**config.mk**
```make
export PLATFORM = sky130hd
export DESIGN_NAME = pulse_stretch_multi_flat
export DESIGN_NICKNAME = d
export VERILOG_FILES = /design/src/rtl/pulse_stretch_multi_if.sv /design/src/rtl/pulse_stretch_multi.sv /design/src/flat_wrapper.sv
export SDC_FILE = /design/constraint.sdc
export NUM_CORES = 1
export LEC_CHECK = 0
export ABC_CLOCK_PERIOD_IN_PS = 1700
export BUFFER_PORTS_ARGS = -buffer_cell sky130_fd_sc_hd__buf_4
export CAP_MARGIN = 10
export CELL_PAD_IN_SITES_DETAIL_PLACEMENT = 1
export CELL_PAD_IN_SITES_GLOBAL_PLACEMENT = 2
export CORE_MARGIN = 4
export CORE_UTILIZATION = 33
export CTS_CLUSTER_DIAMETER = 30
export DETAILED_ROUTE_END_ITERATION = 8
export PLACE_DENSITY = 0.83
export SYNTH_ARGS = -nofsm -noshare
export SYNTH_HDL_FRONTEND = slang
export SYNTH_SLANG_ARGS = --single-unit
```
**constraint.sdc**
```tcl
create_clock -name clka -period 1.7 [get_ports clka]
set_input_delay 0 -clock clka [delete_from_list [all_inputs] [get_ports clka]]
set_output_delay 0 -clock clka [all_outputs]
set_load 0.01 [all_outputs]
```
**src/rtl/pulse_stretch_multi_if.sv**
```systemverilog
// Event/status bundle between the fast-domain event sources and the pulse stretcher.
// Latency: none (wires only). Backpressure: none; busy/drop report channel occupancy and loss.
interface pulse_stretch_multi_if #(
    parameter int CH = 4
);
    logic [CH-1:0] pulse_in;
    logic [CH-1:0] drop_clr;
    logic [CH-1:0] pulse_out;
    logic [CH-1:0] busy;
    logic [CH-1:0] drop;

    modport master (
        output pulse_in,
        output drop_clr,
        input  pulse_out,
        input  busy,
        input  drop
    );

    modport slave (
        input  pulse_in,
        input  drop_clr,
        output pulse_out,
        output busy,
        output drop
    );
endinterface

```
**src/rtl/pulse_stretch_multi.sv**
```systemverilog
// Per-channel fast-to-slow pulse stretcher: STRETCH-cycle high pulse then GAP-cycle low gap per event.
// Latency: input rise before edge k -> pulse_out high from edge k+1; busy rises at edge k.
// Backpressure: none; events arriving while busy are queued (PULSE_QUEUE_EN) or dropped, flagged on drop.
module pulse_stretch_multi #(
    parameter int CH      = 4,
    parameter int STRETCH = 12,
    parameter int GAP     = 4,
    parameter int QDEPTH  = 3
) (
    input  logic                  clka,
    input  logic                  rst_n,
    pulse_stretch_multi_if.slave  bus
);

    typedef enum logic [1:0] {
        ST_IDLE = 2'd0,
        ST_HIGH = 2'd1,
        ST_GAP  = 2'd2
    } state_t;

    localparam int CMAX = (STRETCH > GAP) ? STRETCH : GAP;
    localparam int CW   = $clog2(CMAX + 1);
    localparam logic [CW-1:0] CNT_HIGH = CW'(STRETCH - 1);
    localparam logic [CW-1:0] CNT_GAP  = CW'(GAP - 1);

    if (STRETCH < 1 || GAP < 1 || QDEPTH < 1) begin : g_param_chk
        $error("pulse_stretch_multi: STRETCH, GAP and QDEPTH must all be >= 1");
    end

    logic [CH-1:0] pulse_in_q;
    logic [CH-1:0] ev;
    logic [CH-1:0] pulse_q, pulse_d;
    logic [CH-1:0] busy_q, busy_d;
    logic [CH-1:0] drop_q, drop_d;
    state_t        state_q [CH];
    state_t        state_d [CH];
    logic [CW-1:0] cnt_q   [CH];
    logic [CW-1:0] cnt_d   [CH];

`ifdef PULSE_QUEUE_EN
    localparam int PW = $clog2(QDEPTH + 1);
    localparam logic [PW-1:0] PEND_MAX = PW'(QDEPTH);
    logic [PW-1:0] pend_q [CH];
    logic [PW-1:0] pend_d [CH];
    logic [CH-1:0] deq;
    logic [CH-1:0] enq;
`endif

    // One event per low-to-high transition; a held level does not retrigger.
    assign ev = bus.pulse_in & ~pulse_in_q;

    always_comb begin
        for (int i = 0; i < CH; i++) begin
            state_d[i] = state_q[i];
            cnt_d[i]   = cnt_q[i];
            drop_d[i]  = drop_q[i] & ~bus.drop_clr[i];
`ifdef PULSE_QUEUE_EN
            pend_d[i]  = pend_q[i];
            deq[i]     = 1'b0;
            enq[i]     = 1'b0;
`endif
            case (state_q[i])
                ST_IDLE: begin
                    if (ev[i]) begin
                        state_d[i] = ST_HIGH;
                        cnt_d[i]   = CNT_HIGH;
                    end
                end
                ST_HIGH: begin
                    if (cnt_q[i] == '0) begin
                        state_d[i] = ST_GAP;
                        cnt_d[i]   = CNT_GAP;
                    end else begin
                        cnt_d[i]   = cnt_q[i] - CW'(1);
                    end
                end
                ST_GAP: begin
                    if (cnt_q[i] == '0) begin
`ifdef PULSE_QUEUE_EN
                        if (pend_q[i] != '0) begin
                            state_d[i] = ST_HIGH;
                            cnt_d[i]   = CNT_HIGH;
                            deq[i]     = 1'b1;
                        end else begin
                            state_d[i] = ST_IDLE;
                        end
`else
                        state_d[i] = ST_IDLE;
`endif
                    end else begin
                        cnt_d[i]   = cnt_q[i] - CW'(1);
                    end
                end
                default: begin
                    state_d[i] = ST_IDLE;
                    cnt_d[i]   = '0;
                end
            endcase

            // An event landing while the channel is occupied, including its final gap cycle.
            if (ev[i] && (state_q[i] != ST_IDLE)) begin
`ifdef PULSE_QUEUE_EN
                if (!deq[i] && (pend_q[i] == PEND_MAX)) begin
                    drop_d[i] = 1'b1;
                end else begin
                    enq[i] = 1'b1;
                end
`else
                drop_d[i] = 1'b1;
`endif
            end

`ifdef PULSE_QUEUE_EN
            // Simultaneous enqueue and dequeue leave the count unchanged.
            if (enq[i] && !deq[i]) begin
                pend_d[i] = pend_q[i] + PW'(1);
            end else if (deq[i] && !enq[i]) begin
                pend_d[i] = pend_q[i] - PW'(1);
            end
            busy_d[i] = (state_d[i] != ST_IDLE) || (pend_d[i] != '0);
`else
            busy_d[i] = (state_d[i] != ST_IDLE);
`endif
            pulse_d[i] = (state_q[i] == ST_HIGH);
        end
    end

    always_ff @(posedge clka or negedge rst_n) begin
        if (!rst_n) begin
            pulse_in_q <= '0;
            pulse_q    <= '0;
            busy_q     <= '0;
            drop_q     <= '0;
            for (int i = 0; i < CH; i++) begin
                state_q[i] <= ST_IDLE;
                cnt_q[i]   <= '0;
`ifdef PULSE_QUEUE_EN
                pend_q[i]  <= '0;
`endif
            end
        end else begin
            pulse_in_q <= bus.pulse_in;
            pulse_q    <= pulse_d;
            busy_q     <= busy_d;
            drop_q     <= drop_d;
            for (int i = 0; i < CH; i++) begin
                state_q[i] <= state_d[i];
                cnt_q[i]   <= cnt_d[i];
`ifdef PULSE_QUEUE_EN
                pend_q[i]  <= pend_d[i];
`endif
            end
        end
    end

    assign bus.pulse_out = pulse_q;
    assign bus.busy      = busy_q;
    assign bus.drop      = drop_q;

endmodule
```
**src/flat_wrapper.sv**
```systemverilog
// flat-port wrapper written by rule: the top's interface ports become plain ports
module pulse_stretch_multi_flat 
#(
    parameter int CH      = 4,
    parameter int STRETCH = 12,
    parameter int GAP     = 4,
    parameter int QDEPTH  = 3
)
  (clka, rst_n, bus_pulse_in, bus_drop_clr, bus_pulse_out, bus_busy, bus_drop);
  pulse_stretch_multi_if #(.CH(CH)) bus_i ();
  input  logic clka;
  input  logic rst_n;
  input wire logic [$bits(bus_i.pulse_in)-1:0] bus_pulse_in;
  input wire logic [$bits(bus_i.drop_clr)-1:0] bus_drop_clr;
  output wire logic [$bits(bus_i.pulse_out)-1:0] bus_pulse_out;
  output wire logic [$bits(bus_i.busy)-1:0] bus_busy;
  output wire logic [$bits(bus_i.drop)-1:0] bus_drop;
  assign bus_i.pulse_in = bus_pulse_in;
  assign bus_i.drop_clr = bus_drop_clr;
  assign bus_pulse_out = bus_i.pulse_out;
  assign bus_busy = bus_i.busy;
  assign bus_drop = bus_i.drop;
  pulse_stretch_multi #(.CH(CH), .STRETCH(STRETCH), .GAP(GAP), .QDEPTH(QDEPTH)) u_core (.clka(clka), .rst_n(rst_n), .bus(bus_i));
endmodule
```
==> impl_metrics.json <==
{
  "numCtsBuffers": 5,
  "viasPerCell": 4.98,
  "die_y_um": 87,
  "grt-ovfl-total": 0,
  "vias": 1668,
  "hold_viol": 0,
  "vdd_drop_max_mv": 0.549,
  "cts_tree": "yes",
  "syn_inst": 219,
  "synth-main-ff-cell": "dfrtp_1",
  "synth-edff-count": 0,
  "crit_fanout": 6,
  "core_um2": 5990,
  "grt_first_pass_wirelength_um": 8310,
  "max_freq_mhz": 618,
  "hp-class": "in2async",
  "cp.required_ns": 1.93,
  "track_usage": 0.138,
  "power_mw": 4.58,
  "slew_viol_final": 0,
  "ys_ff_latch": 40,
  "htree_levels": 2,
  "first_pass_iters": 4,
  "synth_cell_types": 37,
  "antenna_found_initial": 0,
  "p_per_area_nw_per_um2": 1790,
  "fp.dieArea_um2": 7570,
  "max-slew-margin-rel": 0.648,
  "worstSetupPathType": "reg2reg",
  "netlist_area_um2": 2060,
  "finalWeightedCongestion": 0.784,
  "p_leak_nw": 1.20,
  "ys_warn_count": 0,
  "worst_ep_arrival_time_ns": 1.85,
  "hpwlAfterDp_um": 3270,
  "clock_sinks": 40,
  "initial_core_util": 0.344,
  "ctsRootBufferMaster": "clkbuf_8",
  "fin_skew_ns": 0.00360,
  "post-route-period-util": 0.952,
  "nNetsFinal": 280,
  "std_cell_rows": 28,
  "period_needed_ns": 1.62,
  "drv_cap": 0,
  "drive_above_1_share": 0.219,
  "drt_iter0_drc": 34,
  "tightest_slew_ns": 0.529,
  "drt-total-wl_um": 4870,
  "synth_top_area_frac": 0.486,
  "post_drt_wl_per_cell_um": 14.5,
  "grt_max_degree": 41,
  "start_kind": "register",
  "finalSetupViolations": 0,
  "io_pins": 22,
  "synthTopCellsByArea": "dfrtp_1 (49%), nor2_1 (4.9%), ha_1 (4.9%)",
  "synth_seq_area_share": 0.486,
  "clkTransAtPathRegs_ns": 0.08,
  "drtAntennaViolNets": 0,
  "synth_top_cell_by_area": "dfrtp_1",
  "antenna_cells": 0,
  "end_kind": "register",
  "syn_nets": 237,
  "setup_tns_ns": 0,
  "die_w_um": 87,
  "syn_area_per_cell_um2": 9.40,
  "areaGrowthSynthToFinish_pct": 24.4,
  "synthArstFlopShare": 1.00,
  "fillCellCount": 697,
  "status": "finished, final reports clean",
  "grt_pass1_vias": 1742,
  "drc": 0,
  "clk_latency_ns": 0.29,
  "ctsLongestPathBuffers": 2,
  "io_buffers": 21
}
## placed cells by master, fill, tap and decap left out, types with 2 or more instances in the layout
cell type      Yosys  routed
dfrtp_1           40      40
buf_4              0      37
nor2_1            27      27
nand2_1           18      18
inv_1             18      14
a21oi_1           13      13
nand3_1           11      11
o21ai_0           10       9
dlygate4sd3_1      0       9
ha_1               8       7
nand2b_1           6       6
xor2_1             6       6
nor3_1             6       6
o22ai_1            5       5
clkbuf_8           0       5
inv_2              0       4
nor2b_1            4       4
or3b_4             0       3
a21o_1             3       3
xnor2_1            3       3
nand3b_1           2       2
nand4b_1           2       2
a21o_2             2       2
o221ai_1           2       2
a221oi_2           2       2
a32oi_1            2       2
o311ai_0           2       2
o2111ai_1          2       2
a221oi_1           2       2
o21ai_1            1       2
## cells in the mapped netlist (2+ instances only)
cell type,count
a221oi_1,2
nand3_1,11
a21o_1,3
o311ai_0,2
a21oi_1,13
inv_1,18
xnor2_1,3
a32oi_1,2
nand2b_1,6
a221oi_2,2
nand4b_1,2
nor2_1,27
o2111ai_1,2
o22ai_1,5
o221ai_1,2
xor2_1,6
dfrtp_1,40
nand3b_1,2
ha_1,8
a21o_2,2
nor3_1,6
clkbuf_1,7
or3b_1,3
buf_6,3
o21ai_0,10
nand2_1,18
nor2b_1,4
## cells by family (layout without fill, tap and decap cells)
| family | Yosys count | in the layout | share of synthesized area |
|---|---|---|---|
| flip-flops | 40 | 40 | 0.486 |
| AO/OA/AOI/OAI | 51 | 51 | 0.171 |
| adder cells (fa/ha/maj) | 8 | 8 | 0.0486 |
| AND/OR/NAND/NOR | 82 | 82 | 0.192 |
| XOR/XNOR | 9 | 9 | 0.0383 |
| buffers and inverters | 29 | 70 | 0.0644 |
## power breakdown
group	internal, mW	leakage, nW	switching (mW)
Sequential	1.35	0.473	0.363
Combinational	1.11	0.688	1.16
Clock	0.266	0.0359	0.335
## registers in the layout, summed over array words and instances, names as in the netlist
register and count:
u_core.pulse_in_q 4, u_core.cnt_q 16, u_core.bus.pulse_out 4, u_core.bus.drop 4, u_core.bus.busy 4, u_core.state_q 8
## timing repair
item | 4_1_cts | 5_1_grt
hold endpoints to repair | 48 | 0
setup buffers | 0 | 5
hold buffers | 9 | 0
setup endpoints to repair | 3 | 7
pin swaps | 0 | 1
gates resized for setup | 2 | 10
## routing by layer
layer	global-route usage	share of wire
met1	0.180	0.46
met2	0.228	0.50
met3	0.0341	0.028
met4	0.0340	0.012
met5	0	0
## path summary, 6_finish.rpt
kind	end	cells past startpoint	slack (ns)	start
worst min register to register	u_core.bus.drop[1]$_DFF_PN0_	2	0.54	u_core.bus.drop[1]$_DFF_PN0_
worst max register to register	u_core.cnt_q[5]$_DFFE_PN0P_	6	0.08	u_core.cnt_q[5]$_DFFE_PN0P_
min in group clka	u_core.pulse_in_q[2]$_DFF_PN0_	2	0.37	bus_pulse_in[2]
worst max-delay path	u_core.cnt_q[5]$_DFFE_PN0P_	6	0.08	u_core.cnt_q[5]$_DFFE_PN0P_
max in group asynchronous	u_core.cnt_q[12]$_DFFE_PN0P_	2	1.11	rst_n
worst min-delay path	u_core.cnt_q[7]$_DFFE_PN0P_	2	0.22	rst_n
## worst max-delay path, stage by stage, from the launching register on
cell,delay [ns]
dfrtp_1,0.41
inv_1,0.09
ha_1,0.15
or3b_4,0.42
and2_1,0.19
o21ai_1,0.14
o211a_1,0.16
## layout make-up
class	count	area (µm²)	area share
clock buffer	5	68.8	0.0269
timing repair buffer	47	379	0.148
multi-input combinational	150	951	0.371
tap	75	93.8	0.0366
inverter	18	67.6	0.0264
sequential	40	1000	0.391
## stage by stage
| step | std cells | utilization | area [µm²] | hold WS (ns) | worst slack (ns) |
|---|---|---|---|---|---|
| 2_1_floorplan | 219 | - | 2060 | -0.296 | 0.0708 |
| 3_3_place_gp | 316 | 0.390 | 2340 | 0.0221 | 0.0597 |
| 3_5_place_dp | 316 | 0.390 | 2340 | 0.0262 | -0.0117 |
| 4_1_cts | 330 | 0.417 | 2500 | 0.251 | 0.0367 |
| 5_1_grt | 335 | 0.428 | 2560 | 0.272 | -0.0128 |
| 6_report | 335 | 0.428 | 2560 | 0.223 | 0.0808 |
No activity file was read; power rests on OpenSTA's default activity.
